[src/rtl/digit_entry.sv]
// Debounced pushbutton loader that stores 5-bit digit entries into eight display slots.
// Optional macro DIGIT_ENTRY_SHIFT_EN turns slot writes into a shift register fed at k0.
module digit_entry #(
    parameter int DEBOUNCE_CYCLES = 1000000
) (
    input  logic       clk,
    input  logic       reset,
    input  logic       btn,
    input  logic       clr,
    input  logic [4:0] d,
    output logic [4:0] k0,
    output logic [4:0] k1,
    output logic [4:0] k2,
    output logic [4:0] k3,
    output logic [4:0] k4,
    output logic [4:0] k5,
    output logic [4:0] k6,
    output logic [4:0] k7,
    output logic [2:0] ptr,
    output logic       load_pulse
);
    localparam int            CW       = $clog2(DEBOUNCE_CYCLES);
    localparam logic [CW-1:0] CNT_LAST = CW'(DEBOUNCE_CYCLES - 1);

    logic          sync1_reg;
    logic          btn_s_reg;
    logic          stable_reg;
    logic          stable_prev_reg;
    logic [CW-1:0] cnt_reg;
    logic          load_pulse_reg;
    logic [2:0]    ptr_reg;
    logic [2:0]    ptr_next;
    logic [39:0]   slots_flat;

    // Synchronizer, debounce counter and rising-edge strobe; clr never touches these.
    always_ff @(posedge clk) begin
        if (reset) begin
            sync1_reg       <= 1'b0;
            btn_s_reg       <= 1'b0;
            stable_reg      <= 1'b0;
            stable_prev_reg <= 1'b0;
            cnt_reg         <= '0;
            load_pulse_reg  <= 1'b0;
        end else begin
            sync1_reg       <= btn;
            btn_s_reg       <= sync1_reg;
            stable_prev_reg <= stable_reg;
            load_pulse_reg  <= stable_reg & ~stable_prev_reg;
            if (btn_s_reg == stable_reg) begin
                cnt_reg <= '0;
            end else if (cnt_reg == CNT_LAST) begin
                stable_reg <= btn_s_reg;
                cnt_reg    <= '0;
            end else begin
                cnt_reg <= cnt_reg + CW'(1);
            end
        end
    end

    always_comb begin
        ptr_next = ptr_reg;
        if (clr) begin
            ptr_next = '0;
        end else if (load_pulse_reg) begin
            ptr_next = ptr_reg + 3'd1;
        end
    end

    always_ff @(posedge clk) begin
        if (reset) begin
            ptr_reg <= '0;
        end else begin
            ptr_reg <= ptr_next;
        end
    end

    genvar gi;
    for (gi = 0; gi < 8; gi++) begin : g_slot
        logic [4:0] slot_reg;
        logic [4:0] slot_next;
`ifdef DIGIT_ENTRY_SHIFT_EN
        logic [4:0] shift_src;
        if (gi == 0) begin : g_head
            assign shift_src = d;
        end else begin : g_body
            assign shift_src = slots_flat[(gi-1)*5 +: 5];
        end
`endif

        // clr wins over a load arriving on the same edge.
        always_comb begin
            slot_next = slot_reg;
`ifdef DIGIT_ENTRY_SHIFT_EN
            if (load_pulse_reg) begin
                slot_next = shift_src;
            end
`else
            if (load_pulse_reg && (ptr_reg == 3'(gi))) begin
                slot_next = d;
            end
`endif
            if (clr) begin
                slot_next = '0;
            end
        end

        always_ff @(posedge clk) begin
            if (reset) begin
                slot_reg <= '0;
            end else begin
                slot_reg <= slot_next;
            end
        end

        assign slots_flat[gi*5 +: 5] = slot_reg;
    end

    assign k0         = slots_flat[4:0];
    assign k1         = slots_flat[9:5];
    assign k2         = slots_flat[14:10];
    assign k3         = slots_flat[19:15];
    assign k4         = slots_flat[24:20];
    assign k5         = slots_flat[29:25];
    assign k6         = slots_flat[34:30];
    assign k7         = slots_flat[39:35];
    assign ptr        = ptr_reg;
    assign load_pulse = load_pulse_reg;

endmodule

[config.mk]
export PLATFORM = sky130hd
export DESIGN_NAME = digit_entry
export DESIGN_NICKNAME = d
export VERILOG_FILES = /design/src/rtl/digit_entry.sv
export SDC_FILE = /design/constraint.sdc
export NUM_CORES = 1
export LEC_CHECK = 0
export ABC_CLOCK_PERIOD_IN_PS = 3500
export BUFFER_PORTS_ARGS = -buffer_cell sky130_fd_sc_hd__clkbuf_2
export CAP_MARGIN = 20
export CORE_MARGIN = 4
export CORE_UTILIZATION = 55
export DETAILED_ROUTE_END_ITERATION = 12
export GPL_TIMING_DRIVEN = 0
export MAX_ROUTING_LAYER = met4
export PLACE_DENSITY = 0.8
export SLEW_MARGIN = 20
export SYNTH_ARGS = -nofsm -noshare
export SYNTH_HDL_FRONTEND = slang
export SYNTH_SLANG_ARGS = --single-unit
[constraint.sdc]
create_clock -name clk -period 3.5 [get_ports clk]
set_clock_uncertainty 0.15 [all_clocks]
set_input_delay 0.7 -clock clk [delete_from_list [all_inputs] [get_ports clk]]
set_output_delay 0.7 -clock clk [all_outputs]
set_load 0.05 [all_outputs]
# --- Yosys cells after proc, flatten, opt, wreduce, memory -nomap -nowiden ---
# Cells that the tools add are included.
word_totals:
  register_bits: 68
  input_bits: 9
  output_inout_bits: 44
  word_cells: 41
classes:
  n_addsub: 2
  eq_ne: 9
  n_bitwise: 3
  n_reduce_logical: 12
op_table:
  columns: ["op", "count"]
  rows:
  - ["$add A20 B1 Y20 const B", 1]
  - ["$eq A20 B20 Y1 const B", 1]
  - ["$eq A3 B3 Y1 const B", 4]
  - ["$logic_and A1 B1 Y1", 8]
  - ["$eq A3 B2 Y1 const B", 2]
  - ["$add A3 B1 Y3 const B", 1]
  - ["$eq A3 B1 Y1 const B", 1]
  - ["$logic_not A3 Y1", 1]
  - ["$reduce_or A3 Y1", 1]
  - ["$not A1 Y1", 2]
  - ["$reduce_and A2 Y1", 1]
  - ["$reduce_or A2 Y1", 1]
  - ["$and A1 B1 Y1", 1]
  - ["$eq A1 B1 Y1", 1]

# --- Longest topological paths before layout ---
# Gate-level depths: netlist of the first run.
depth:
  depth_word: 3
  ltp_mapped: 6
  depth_no_buf: 5

# --- Least setup slack after synthesis of the first run ---
# OpenSTA, ideal clock, no wires.
synth_timing:
  path_type: "reg2reg"
  startpoint: "register cnt_reg[7]"
  endpoint: "register cnt_reg[2]"
  setup_time_ns: 0.117
  arrival_time_ns: 1.732
  t_required_ns: 3.233
  setup_slack_ns: 1.500
  path_stages_with_launch: 6
  n_path_buf: 1
  period_less_slack_ns: 2.000
  path_cell_list: "dfxtp_1 -> or4b_1 -> or4_4 -> o21ai_1 -> buf_2 -> nor2_1"
synth_between:
  elab_chain_len: 2
synth_rtl:
  columns: ["item", "line", "text"]
  rows:
  - ["from (decl)", "29", "logic [CW-1:0] cnt_reg;"]
  - ["from (signal assigned)", "55", "cnt_reg <= cnt_reg + CW'(1);"]
  - ["$eq A20 B20 Y1", "51", "end else if (cnt_reg == CNT_LAST) begin"]
  - ["$reduce_or A3 Y1 (no line)", null, null]
# Every way passes these cells.
# A chain may end at the register's enable or synchronous reset.

# --- Worst setup path after layout of the first run ---
layout_timing:
  startpoint: "register cnt_reg[7]"
  endpoint: "register cnt_reg[3]"
# Same word-level chain as after synthesis.

==> results of run 1 <==
## cell families (layout without fill, tap and decap cells)
group           count (synthesis)  count (layout)  share of synthesized area
fa+ha+maj                       7               7                     0.0325
mux                            16              16                     0.0594
flops                          68              68                      0.505
simple gates                  133             133                      0.238
xor+xnor                       13              13                     0.0422
compound gates                 43              43                     0.0835
buf+inv                        28              90                     0.0399
## cells in the mapped netlist, types with 5 or more instances
cell	count	share of area
a21oi_1	33	0.061
inv_1	6	0.0083
nand2_1	34	0.047
buf_1	9	0.013
xor2_1	7	0.023
nor2_1	32	0.045
nand3_1	37	0.069
o21ai_0	5	0.0093
clkbuf_1	11	0.015
xnor2_1	6	0.019
mux2i_1	16	0.059
or3_1	5	0.012
ha_1	7	0.032
nor2b_1	5	0.012
dfxtp_1	68	0.50
## layer usage
| metal | GRT usage | wire, um |
|---|---|---|
| met4 | 0.101 | 115 |
| met3 | 0.0436 | 314 |
| met1 | 0.222 | 2390 |
| met5 | - | 0 |
| met2 | 0.334 | 2800 |
## power by group through the flow
| stage | Sequential [mW] | Combinational, mW | Clock, mW |
|---|---|---|---|
| floorplan | 0.793 | 0.0168 | 0 |
| global placement | 0.793 | 0.0266 | 0 |
| detailed placement | 0.793 | 0.0269 | 0 |
| CTS | 0.776 | 0.0270 | 0.665 |
| global route | 0.775 | 0.0297 | 0.698 |
| finish | 0.776 | 0.0271 | 0.651 |
## path summary, 6_finish.rpt
path	to	slack, ps	depth (start not counted)
worst max-delay path	cnt_reg[3]	1350	5
worst min-delay path	load_pulse	240	1
worst max register to register	cnt_reg[3]	1350	5
worst min register to register	load_pulse	240	1
## area by class of cell
class                           instances  share of cell area
Tap cell                               67              0.0260
Multi-Input combinational cell        212               0.382
Clock buffer                           14              0.0536
Inverter                                6             0.00700
Clock inverter                          1             0.00933
Buffer                                 22              0.0264
Timing Repair Buffer                   47              0.0731
Sequential cell                        68               0.423
## worst register-to-register path, stage by stage (launching register included)
cell and delay [ps]:
dfxtp_1 360, or4b_1 530, or4_4 530, o21ai_1 150
buf_2 240, nor2_1 70
## per-stage QoR
| stage | worst slack (ps) | instance area (sq um) | cells | hold slack [ps] | power, mW |
|---|---|---|---|---|---|
| after detailed placement | 1360 | 3020 | 422 | 238 | 0.820 |
| final | 1350 | 3220 | 437 | 241 | 1.45 |
| after CTS | 1350 | 3220 | 437 | 247 | 1.47 |
| after global routing | 1220 | 3220 | 437 | 260 | 1.50 |
| after global placement | 1380 | 3020 | 422 | 224 | 0.820 |
| after floorplan | 1500 | 2700 | 308 | 217 | 0.810 |
==> flow_summary.yaml, run 1 <==
outcome:
  outcome: "complete, no violations"
clock_tree:
  cts_setup_buffers: 0
  clockBufferDepth: 2
  clkTransAtPathRegs_ps: 70
  cts_tree: "built"
  cts_root_buf: "clkbuf_8"
  cts_hold_buf: 0
  cts-htree-levels: 3
  cts_num_sinks: 68
  worstSkewPairLatency_ps: 330
  cts_resized: 0
  cts_made_buffers: 9
placement:
  gp_congestion: 0.876
  dp_hpwl_mm: 3.98
  io_buffers: 47
critical_path:
  reg2reg_from: "cnt_reg[7]"
  required_ps: 3570
  crit_path_top_delay_cell: "or4b_1"
  worstSetupEndpointType: "flop"
  crit_chain: "or4b_1 > or4_4 > o21ai_1 > buf_2 > nor2_1"
  crit_start: "cnt_reg[7]"
  cp_num_buf_inv: 1
  crit_type: "reg2reg"
  crit_arrival_ps: 2220
  startpoint_type: "flop"
  critPathMaxStageDelay_ps: 530
  crit_family: "simple AND/OR/NAND/NOR gates"
  path_max_fanout: 10
detailed_routing:
  avgRoutedWirePerCell_um: 12.9
  ant_nets: 0
  drtPass1Iterations: 4
  drt_iter0_drc: 110
  via_per_inst: 5.23
  wl_mm: 5.63
  vias: 2285
  drcViolationCount: 0
global_route:
  track_usage: 0.198
  grt_antenna_before_repair: 0
  grt_pass1_vias: 2052
  grt_pass1_wl_mm: 9.35
  grt_overflow: 0
  grt_max_degree: 11
yosys:
  ys_seq_area_frac: 0.505
  netlist_instances: 308
  ys_types: 29
  synthArstFlopShare: 0
  synth_enable_flop_cells: 0
  ys.flop_type: "dfxtp_1"
  syn_area_per_cell_sq_um: 8.76
  synth_seq_cells: 68
  syn_area_sq_mm: 0.00270
  synth_nets: 324
  ys_warn_count: 0
sta:
  maxSlewViolCount: 0
  final.setup.tns_ps: 0
  hold_violations: 0
  fmax_ghz: 0.466
  max-slew-margin-rel: 0.665
  final.period_utilization: 0.614
  finalSetupViolCount: 0
  grt_setup_unrepaired: "no"
  fin_crit_ps: 2150
  worst_pin_slew_ps: 503
floorplan:
  ioPinCount: 53
  die_h_um: 78.0
  die_x_um: 78.0
  rows: 25
  core-area_sq_mm: 0.00472
  die_area_sq_mm: 0.00609
  start_util: 0.571
final_layout:
  seqCellArea_sq_mm: 0.00136
  layout-drive-gt1-share: 0.176
  final_common_cell: "dfxtp_1"
  final_cell_mix: "dfxtp_1, clkbuf_2, nand3_1"
  n_antenna_cell: 0
  nets: 382
  fin_util: 0.682
  syn_to_final_growth_pct: 19.3
  largest_register_ffs: 20
  multiInputGateArea_sq_mm: 0.00123
  fill_cells: 412
power_and_ir_drop:
  switching_power_mw: 0.288
  p_leak_nw: 1.26
  p_comb_frac: 0.019
  ir_drop_mv: 0.315
  clockPowerShare: 0.448
  pwr-share-seq: 0.533
  p_per_area_mw_per_mm2: 452
  swShare: 0.198
  power.internal_mw: 1.17
min_path:
  hold_path_class: "reg2reg"
  hold_start: "stable_prev_reg"
flow_run:
  maxCapViolCount: 0
Power figures use the tool's default switching activity.
==> inputs of run 2 (changes only) <==
--- a/config.mk
+++ b/config.mk
@@ -5,15 +5,15 @@
 export SDC_FILE = /design/constraint.sdc
 export NUM_CORES = 1
 export LEC_CHECK = 0
-export ABC_CLOCK_PERIOD_IN_PS = 3500
+export ABC_CLOCK_PERIOD_IN_PS = 1700
 export BUFFER_PORTS_ARGS = -buffer_cell sky130_fd_sc_hd__clkbuf_2
 export CAP_MARGIN = 20
 export CORE_MARGIN = 4
-export CORE_UTILIZATION = 55
+export CORE_UTILIZATION = 49
 export DETAILED_ROUTE_END_ITERATION = 12
 export GPL_TIMING_DRIVEN = 0
 export MAX_ROUTING_LAYER = met4
-export PLACE_DENSITY = 0.8
+export PLACE_DENSITY = 0.75
 export SLEW_MARGIN = 20
 export SYNTH_ARGS = -nofsm -noshare
 export SYNTH_HDL_FRONTEND = slang
==> constraint.sdc (replaced) <==
create_clock -name clk -period 1.7 [get_ports clk]
set_clock_uncertainty 0.15 [all_clocks]
set_input_delay 0.34 -clock clk [delete_from_list [all_inputs] [get_ports clk]]
set_output_delay 0.34 -clock clk [all_outputs]
set_load 0.05 [all_outputs]
==> run 2 against run 1 <==
  * The run now ends with negative setup slack left
  * Maximum frequency is 2.3% higher
  * Combinational power up 130%
  * Hold slack worse by 190 ps
  * Cell area grew 6.1%
  * Setup slack lost 1800 ps
  * Via count increased by 4.2%
  * Wire length is 13% higher
  * Die area up 11%
  * Sequential cell count stayed put
  * Largest power group unchanged
==> flow_summary.yaml, run 2 (same netlist as run 1, synthesis figures left out) <==
critical_path:
  crit_chain: "or4_4 > or4_4 > o21ai_4 > buf_6 > a21oi_2"
  crit_type: "reg2reg"
  required_ps: 1770
  worstSetupEndpointType: "flop"
  crit_path_top_delay_cell: "or4_4"
  cp_common_cell: "or4_4"
  startpoint_type: "flop"
  crit_family: "simple AND/OR/NAND/NOR gates"
  reg2regPathDepth: 5
  cp_num_buf_inv: 1
  crit_arrival_ps: 2170
  critPathMaxStageDelay_ps: 550
  cp_num_cells: 5
  path_max_fanout: 5
final_layout:
  final_area_sq_mm: 0.00341
  final_common_cell: "dfxtp_1"
  largest_register_ffs: 20
  syn_to_final_growth_pct: 26.6
  stdcell_count: 446
  n_antenna_cell: 0
  final_cell_mix: "dfxtp_1, clkbuf_2, nand3_1, nand2_1, a21oi_1"
  nets: 387
  layout-drive-gt1-share: 0.298
detailed_routing:
  avgRoutedWirePerCell_um: 14.3
  drtPass1Iterations: 4
  ant_nets: 0
  drt_iter0_drc: 120
  drcViolationCount: 0
  met1_length_mm: 2.64
  met2_length_mm: 3.31
  vias: 2380
  top_layer: "met4"
  via_per_inst: 5.34
  met3_length_um: 323
  wl_mm: 6.37
sta:
  grt_setup_unrepaired: "yes"
  setup_slack_ps: -400
  finalSetupViolCount: 21
  final.setup.tns_ps: -7870
  maxSlewViolCount: 0
  fmax_ghz: 0.476
  fin_crit_ps: 2100
  final.period_utilization: 1.24
  max-slew-margin-rel: 0.696
  worst_pin_slew_ps: 456
  hold_violations: 0
floorplan:
  rows: 26
  die_area_sq_mm: 0.00676
  core-area_sq_mm: 0.00520
  ioPinCount: 53
  start_util: 0.518
  die_x_um: 82.2
  die_h_um: 82.2
clock_tree:
  cts_num_sinks: 68
  cts_made_buffers: 9
  clkTransAtPathRegs_ps: 70
  cts_root_buf: "clkbuf_8"
  cts-htree-levels: 3
  clockBufferDepth: 2
  cts_hold_buf: 0
  worstSkewPairLatency_ps: 350
  cts_tree: "built"
placement:
  dp_slack_ps: -428
  place_inst: 425
  placed_cell_area_sq_mm: 0.00304
  dp_hpwl_mm: 4.28
  io_buffers: 47
  gp_congestion: 0.826
power_and_ir_drop:
  p_comb_frac: 0.020
  p_per_area_mw_per_mm2: 909
  swShare: 0.218
  power.internal_mw: 2.43
  total_power_mw: 3.11
  pwr-share-seq: 0.512
  p_leak_nw: 1.34
  clockPowerShare: 0.467
  switching_power_mw: 0.679
  ir_drop_mv: 0.567
min_path:
  holdPathStages: 2
  hold_path_class: "in2reg"
global_route:
  grt_antenna_before_repair: 0
  grt_max_degree: 13
  grt_pass1_vias: 2276
  grt_pass1_wl_mm: 10.3
  track_usage: 0.207
  grt_overflow: 0
outcome:
  violations: "negative setup slack"
  outcome: "complete, but fails checks"
flow_run:
  maxCapViolCount: 0
==> run 2: power by group through the flow <==
stage	Sequential, mW	Clock, mW	Combinational [mW]
6_report	1.59	1.45	0.0635
3_3_place_gp	1.63	0	0.0556
2_1_floorplan	1.63	0	0.0354
3_5_place_dp	1.63	0	0.0560
4_1_cts	1.59	1.46	0.0620
5_1_grt	1.59	1.54	0.0696
==> run 2: layer usage <==
| metal | vias up | track usage |
|---|---|---|
| met5 | - | - |
| met4 | 0 | 0.108 |
| li1 | 1184 | - |
| met1 | 1118 | 0.230 |
| met2 | 65 | 0.346 |
| met3 | 13 | 0.0456 |
==> run 2: stage by stage <==
step                      hold WS, ps   util
after floorplan                   210      -
after CTS                        47.3  0.649
after global placement            214  0.583
after detailed placement          218  0.583
final                            54.2  0.656
after global routing             67.3  0.656
==> run 2: cell type report <==
type | instances | area, sq um
sequential | 68 | 1380
inverter | 6 | 22.5
buffer | 19 | 93.8
tap | 70 | 87.6
clock inverter | 7 | 91.3
fill | 451 | 1790
clock buffer | 9 | 124
multi-input combinational | 212 | 1310
timing repair buffer | 55 | 303
==> run 2: timing repair <==
item                                    4_1_cts  5_1_grt
endpoints found under the setup margin       32       47
setup buffers                                 5        1
resized for setup                            25       16
pin swaps                                    15        3
gates cloned                                  2        0
==> run 2: path summary, 6_finish.rpt <==
path	start	end	slack, ps
setup / recovery	cnt_reg[10]	cnt_reg[19]	-400
hold / removal	btn	sync1_reg	50
setup reg to reg	cnt_reg[10]	cnt_reg[19]	-400
hold reg to reg	stable_prev_reg	load_pulse	230
==> run 2: worst reg2reg max path, delay by kind of cell (launching register included) <==
kind,cells,cell delay [ps]
buffers and inverters,1,170
AO/OA/AOI/OAI,2,260
flip-flops,1,320
AND/OR/NAND/NOR,2,1070
